**config.mk**
```make
export PLATFORM = sky130hd
export DESIGN_NAME = lif_sweep_scheduler
export DESIGN_NICKNAME = d
export VERILOG_FILES = /design/src/rtl/lif_sweep_scheduler.sv
export SDC_FILE = /design/constraint.sdc
export NUM_CORES = 1
export LEC_CHECK = 0
export BUFFER_PORTS_ARGS = -buffer_cell sky130_fd_sc_hd__buf_2
export CAP_MARGIN = 0
export CORE_UTILIZATION = 50
export CTS_CLUSTER_DIAMETER = 80
export DETAILED_ROUTE_END_ITERATION = 12
export PLACE_DENSITY = 0.89
export SYNTH_ARGS = -nofsm -noshare
export SYNTH_HDL_FRONTEND = slang
export SYNTH_SLANG_ARGS = --single-unit
```
**constraint.sdc**
```tcl
create_clock -name clk -period 2.53 [get_ports clk]
set_input_delay 0.3795 -clock clk [delete_from_list [all_inputs] [get_ports clk]]
set_output_delay 0.3795 -clock clk [all_outputs]
set_load 0.01 [all_outputs]
```
**src/rtl/lif_sweep_scheduler.sv**
```systemverilog
// rtl/lif_sweep_scheduler.sv - sweeps one shared LIF update unit across all neurons once per timestep
module lif_sweep_scheduler #(
  parameter int N_NEURONS = 8,
  parameter int IDX_W     = 3,
  parameter int DIV_W     = 23,
  parameter int I_W       = 8
) (
  input  logic                     clk,
  input  logic                     rst_n,
  input  logic                     ena,
  input  logic [DIV_W-1:0]         prescale,
  input  logic [N_NEURONS*I_W-1:0] cur_in,
  output logic                     upd_valid,
  input  logic                     upd_ready,
  output logic [IDX_W-1:0]         upd_idx,
  output logic [I_W-1:0]           upd_current,
  input  logic                     resp_valid,
  input  logic                     resp_spike,
  output logic [N_NEURONS-1:0]     spike_vec,
  output logic                     vec_valid,
  output logic                     busy,
  output logic                     overrun,
  input  logic                     ovr_clr
);

  typedef enum logic [1:0] {
    S_IDLE   = 2'd0,
    S_ISSUE  = 2'd1,
    S_WAIT   = 2'd2,
    S_COMMIT = 2'd3
  } state_t;

  localparam logic [IDX_W-1:0] LAST_IDX = IDX_W'(N_NEURONS - 1);

  state_t               state;
  state_t               state_nxt;
  logic [DIV_W-1:0]     div_cnt;
  logic                 tick;
  logic [IDX_W-1:0]     idx;
  logic [IDX_W-1:0]     idx_inc;
  logic [N_NEURONS-1:0] shadow;
  logic [N_NEURONS-1:0] shadow_upd;
  logic [I_W-1:0]       cur_lat;
  logic                 start_sweep;
  logic                 accept_resp;

  // A compare hit only counts while enabled; a count already past a lowered
  // prescale simply runs on and wraps at 2^DIV_W.
  assign tick    = ena && (div_cnt == prescale);
  assign idx_inc = idx + IDX_W'(1);

  assign upd_idx     = idx;
  assign upd_current = cur_lat;

  // Timestep prescaler: counts enabled cycles, wraps to zero on every tick.
  always_ff @(posedge clk) begin
    if (!rst_n) begin
      div_cnt <= '0;
    end else if (ena) begin
      div_cnt <= tick ? '0 : div_cnt + DIV_W'(1);
    end
  end

  // Sweep state register.
  always_ff @(posedge clk) begin
    if (!rst_n) begin
      state <= S_IDLE;
    end else begin
      state <= state_nxt;
    end
  end

  // Next-state and handshake outputs; a response is only taken in WAIT, so one
  // arriving in the handshake cycle or while idle falls on the floor.
  always_comb begin
    state_nxt   = state;
    upd_valid   = 1'b0;
    vec_valid   = 1'b0;
    busy        = (state != S_IDLE);
    start_sweep = 1'b0;
    accept_resp = 1'b0;
    case (state)
      S_IDLE: begin
        if (tick) begin
          start_sweep = 1'b1;
          state_nxt   = S_ISSUE;
        end
      end
      S_ISSUE: begin
        upd_valid = 1'b1;
        if (upd_ready) begin
          state_nxt = S_WAIT;
        end
      end
      S_WAIT: begin
        if (resp_valid) begin
          accept_resp = 1'b1;
          state_nxt   = (idx == LAST_IDX) ? S_COMMIT : S_ISSUE;
        end
      end
      S_COMMIT: begin
        vec_valid = 1'b1;
        state_nxt = S_IDLE;
      end
      default: begin
        state_nxt = S_IDLE;
      end
    endcase
  end

  // Shadow vector with the incoming spike merged at the outstanding index.
  always_comb begin
    shadow_upd      = shadow;
    shadow_upd[idx] = resp_spike;
  end

  // Sweep datapath. The vector is published on the edge into COMMIT so that
  // spike_vec already carries the new timestep while vec_valid pulses.
  always_ff @(posedge clk) begin
    if (!rst_n) begin
      idx       <= '0;
      shadow    <= '0;
      cur_lat   <= '0;
      spike_vec <= '0;
    end else if (start_sweep) begin
      idx     <= '0;
      shadow  <= '0;
      cur_lat <= cur_in[0 +: I_W];
    end else if (accept_resp) begin
      shadow <= shadow_upd;
      if (idx == LAST_IDX) begin
        spike_vec <= shadow_upd;
      end else begin
        idx     <= idx_inc;
        cur_lat <= cur_in[idx_inc*I_W +: I_W];
      end
    end
  end

  // Sticky overrun: a tick landing on any non-idle cycle, COMMIT included.
  // Setting takes priority over a simultaneous clear.
  always_ff @(posedge clk) begin
    if (!rst_n) begin
      overrun <= 1'b0;
    end else if (tick && busy) begin
      overrun <= 1'b1;
    end else if (ovr_clr) begin
      overrun <= 1'b0;
    end
  end

endmodule
```
==> summary by stage <==
Clock network
In this run the number of H-tree levels came out at 2. The clock tree from TritonCTS is yes. After clock tree synthesis, the flow added hold-fix buffers numbering 0. The total number of clock tree sinks is 53. The number of gates resized after cts is 0.

The count of buffers added by post-CTS timing repair for setup is 0. Clock tree synthesis inserted a total of 5 buffers. After clock tree synthesis, the clock-pin slew on the worst setup and hold paths is 0.10 ns. The largest buffer count on any clock path is 2. The tree is rooted in a sky130_fd_sc_hd__clkbuf_8.

The clock latency reported for the late side of the worst-skew pair is 0.31 ns.

Route
The post-detailed-route DRC marker count is 0. The first TritonRoute pass finished after 4 iterations. The routed design uses 4020 um of met2 wire. The wire length after detailed routing is around 7900 um. For this block, the via count after detailed routing is 2,998.

In this run, the number of DRC markers left after iteration 0 of detailed routing was 74. After detailed routing, the met3 layer carries 641 um of wire. The highest layer used for signal routing is met4. The number of vias per cell is 5.54. For this block, wires on met1 add up to 3080 um. The routed length per instance is 14.5 um.

The count of antenna-violating nets left after detailed routing is 0.

Timing
Clock skew on the completed layout was measured at between 0.01 and 0.015 ns. The final-layout setup total negative slack is 0 ns. The count of final max-slew check failures was 0. At the pin with the least slew margin, the transition time is between 0.7 and 0.8 ns. Setup repair after global routing left no endpoint under its margin.

The final-layout worst hold slack is roughly 0.32 ns. The count of endpoints failing hold in the final timing report is 0. The maximum clock frequency is about 430 MHz. The post-route fraction of the period consumed by the critical path is 91.7%. Setup violations remaining at the end of the flow were counted as 0. The time the final worst path needs with I/O delays and setup is 2.32 ns. In this run the tightest slew margin relative to its limit is between 40 and 50%.

Layout
The post-route standard cell area excluding fillers is just under 4000 sq um. The number of antenna diodes in the final layout is 0. The final net count is around 560. The area growth from synthesis to layout is 22.4%.

Cells with a size suffix above 1 make up 33.0% of the layout.

Logic synthesis
The register bit count reported by yosys is 53. The count of synthesis-stage warnings from yosys is 0. The mapped netlist covers 3170 sq um. The synthesized design contains 0 enable-type register cells. The synthesized net count is 454.

Of all flip-flops after synthesis, the portion carrying an async set or reset was 0%. Sequential elements use approximately 33% of the synthesized area. The synthesized area per cell is slightly below 9 sq um. The number of different library cells in the post-synthesis netlist is 44. In the synthesized netlist the dominant register cell turns out to be sky130_fd_sc_hd__dfxtp_1. After technology mapping, the gate count stands at 357.

Setup path
STA classifies the critical path endpoint as a flip-flop. The largest stage delay on the critical path is 0.80 ns. Of all nets on the critical path, the largest fanout is 17. The critical path is of the flip-flop to flip-flop type.

The arrival time of data at the critical path endpoint is 2.49 ns. The number of cells on the worst reg-to-reg path is 6. In this run the register-to-register setup slack is 0.21 ns. Data on the critical path is required at its endpoint by 2.70 ns.

Among all stages on the critical path, the largest delay is contributed by sky130_fd_sc_hd__ha_1. Traced cell by cell, the critical path runs through ha_1, mux4_2, mux2i_1, nor2_1, a21oi_1, o22ai_1. The startpoint type of the worst setup path is a flip-flop.

Hold path
The min-delay analysis places its worst path in the category input port to flip-flop. Counting instances, the worst hold path has a depth of 3.

Floorplanning
For this design the top-level I/O count stands at 117. The width of the die is a little over 80 um. The effective utilization at floorplan is a little over half. The die height is 81.7 um.

The die covers 6670 sq um. The cell row count is 28. The area of the core region is 6030 sq um.

Global routing
Entering global routing, the biggest net connects 24 pins. The via count of the first global-routing pass is ~2,900. The first global-routing pass estimated 12,800 um of wire. In the global route stage, overall resource usage came out at around 25%. The initial antenna violation count is 0. Summed over all layers, the global routing overflow is 0.

Placement
Summed over all nets, the half-perimeter wirelength after detailed placement is 6060 um. Routability-driven placement finished with a final weighted congestion of 0.830. The number of I/O port buffers is around 120.

Once placement finished, the instance area stood at 3790 sq um.

Pwr
For this design the static power due to leakage is 1.57 nW. The maximum vdd drop is between 0.2 and 0.25 mV. The areal power density over the cells is 381 nW/um^2.

Job
Max-cap violations in this run came to 0.

Run status
The flow ran to the end, and the final reports show no timing, DRC or antenna violations.
==> worst max-delay path: cells and delay by family, from the launching register on <==
family	cells	cell delay, ns
simple gates	1	0.06
flops	1	0.33
mux	2	0.74
compound gates	2	0.25
fa+ha+maj	1	0.80
==> Yosys cell counts, drive strengths merged (9+ instances only) <==
cell type  instances  share of area [%]
nor2              58                6.9
dfxtp             53                 33
nand2             39                4.6
xnor2             26                7.2
xor2              18                5.0
mux2i             16                5.0
mux4              16                 11
a21oi             14                2.2
buf               11                1.9
inv               11                1.3
clkbuf            10                1.2
nand3              9                1.4
nor3               9                1.4
==> registers in the layout, indices dropped and copies added, names as in the netlist <==
register,count
state,2
upd_idx,3
div_cnt,23
shadow,8
spike_vec,8
upd_current,8
overrun,1
==> final cells by class <==
class / count / area [sq um]
timing repair buffer: 122 / 626
tap: 75 / 93.8
clock inverter: 3 / 22.5
clock buffer: 5 / 68.8
sequential: 53 / 1060
fill: 499 / 2140
multi-input combinational: 272 / 1970
inverter: 11 / 41.3
==> placed cells by master, fill, tap and decap left out, drive strengths merged, types with 3 or more instances in the layout <==
master	netlist	final
buf	11	122
mux4	16	16
mux2i	16	16
nand4	6	6
o22ai	4	4
nor2	58	58
nor4	6	6
nand3	9	9
or3	3	3
nor3	9	9
o221ai	4	4
nand2	39	39
inv	11	11
a21oi	14	14
a311oi	5	5
o21ai	7	7
ha	3	3
o2111ai	4	4
clkinv	0	3
xor2	18	18
clkbuf	10	5
and4	3	3
nor2b	3	3
xnor2	26	26
a211oi	3	3
dfxtp	53	53
or2	3	3
nand2b	4	4
==> where the power goes <==
group	internal [mW]	switching, mW	leakage [nW]
clock	0.197	0.286	0.0481
combinational	0.0900	0.0700	1.09
sequential	0.836	0.00364	0.427
==> final timing paths <==
path	startpoint	to
worst max-delay path	upd_idx[0]	upd_current[2]
worst min-delay path	upd_ready	state[1]
worst max register to register	upd_idx[0]	upd_current[2]
worst min register to register	shadow[5]	spike_vec[5]
==> logic make-up (layout without fill, tap and decap cells) <==
family	after synthesis	after routing	share of synthesized area (%)
AND/OR/NAND/NOR	147	147	22.0
XOR/XNOR	44	44	12.1
flip-flops	53	53	33.4
adder cells (fa/ha/maj)	3	3	1.18
multiplexers	32	32	16.4
AO/OA/AOI/OAI	46	46	10.4
buffers and inverters	32	141	4.42
==> routing by layer <==
metal	vias to the layer above	GRT usage, %
met5	-	0
met4	0	7.54
met3	16	6.44
met2	127	46.0
met1	1384	27.6
li1	1471	-
==> per-stage QoR <==
| stage | power [mW] | util (%) | setup WS, ns | cells |
|---|---|---|---|---|
| global route | 1.55 | 64.5 | 0.00488 | 541 |
| global placement | 1.01 | 63.0 | 0.313 | 533 |
| CTS | 1.49 | 64.5 | 0.183 | 541 |
| finish | 1.48 | 64.5 | 0.210 | 541 |
| floorplan | 0.928 | - | 0.370 | 357 |
| detailed placement | 1.02 | 63.0 | 0.199 | 533 |
Power figures use the tool's default switching activity.
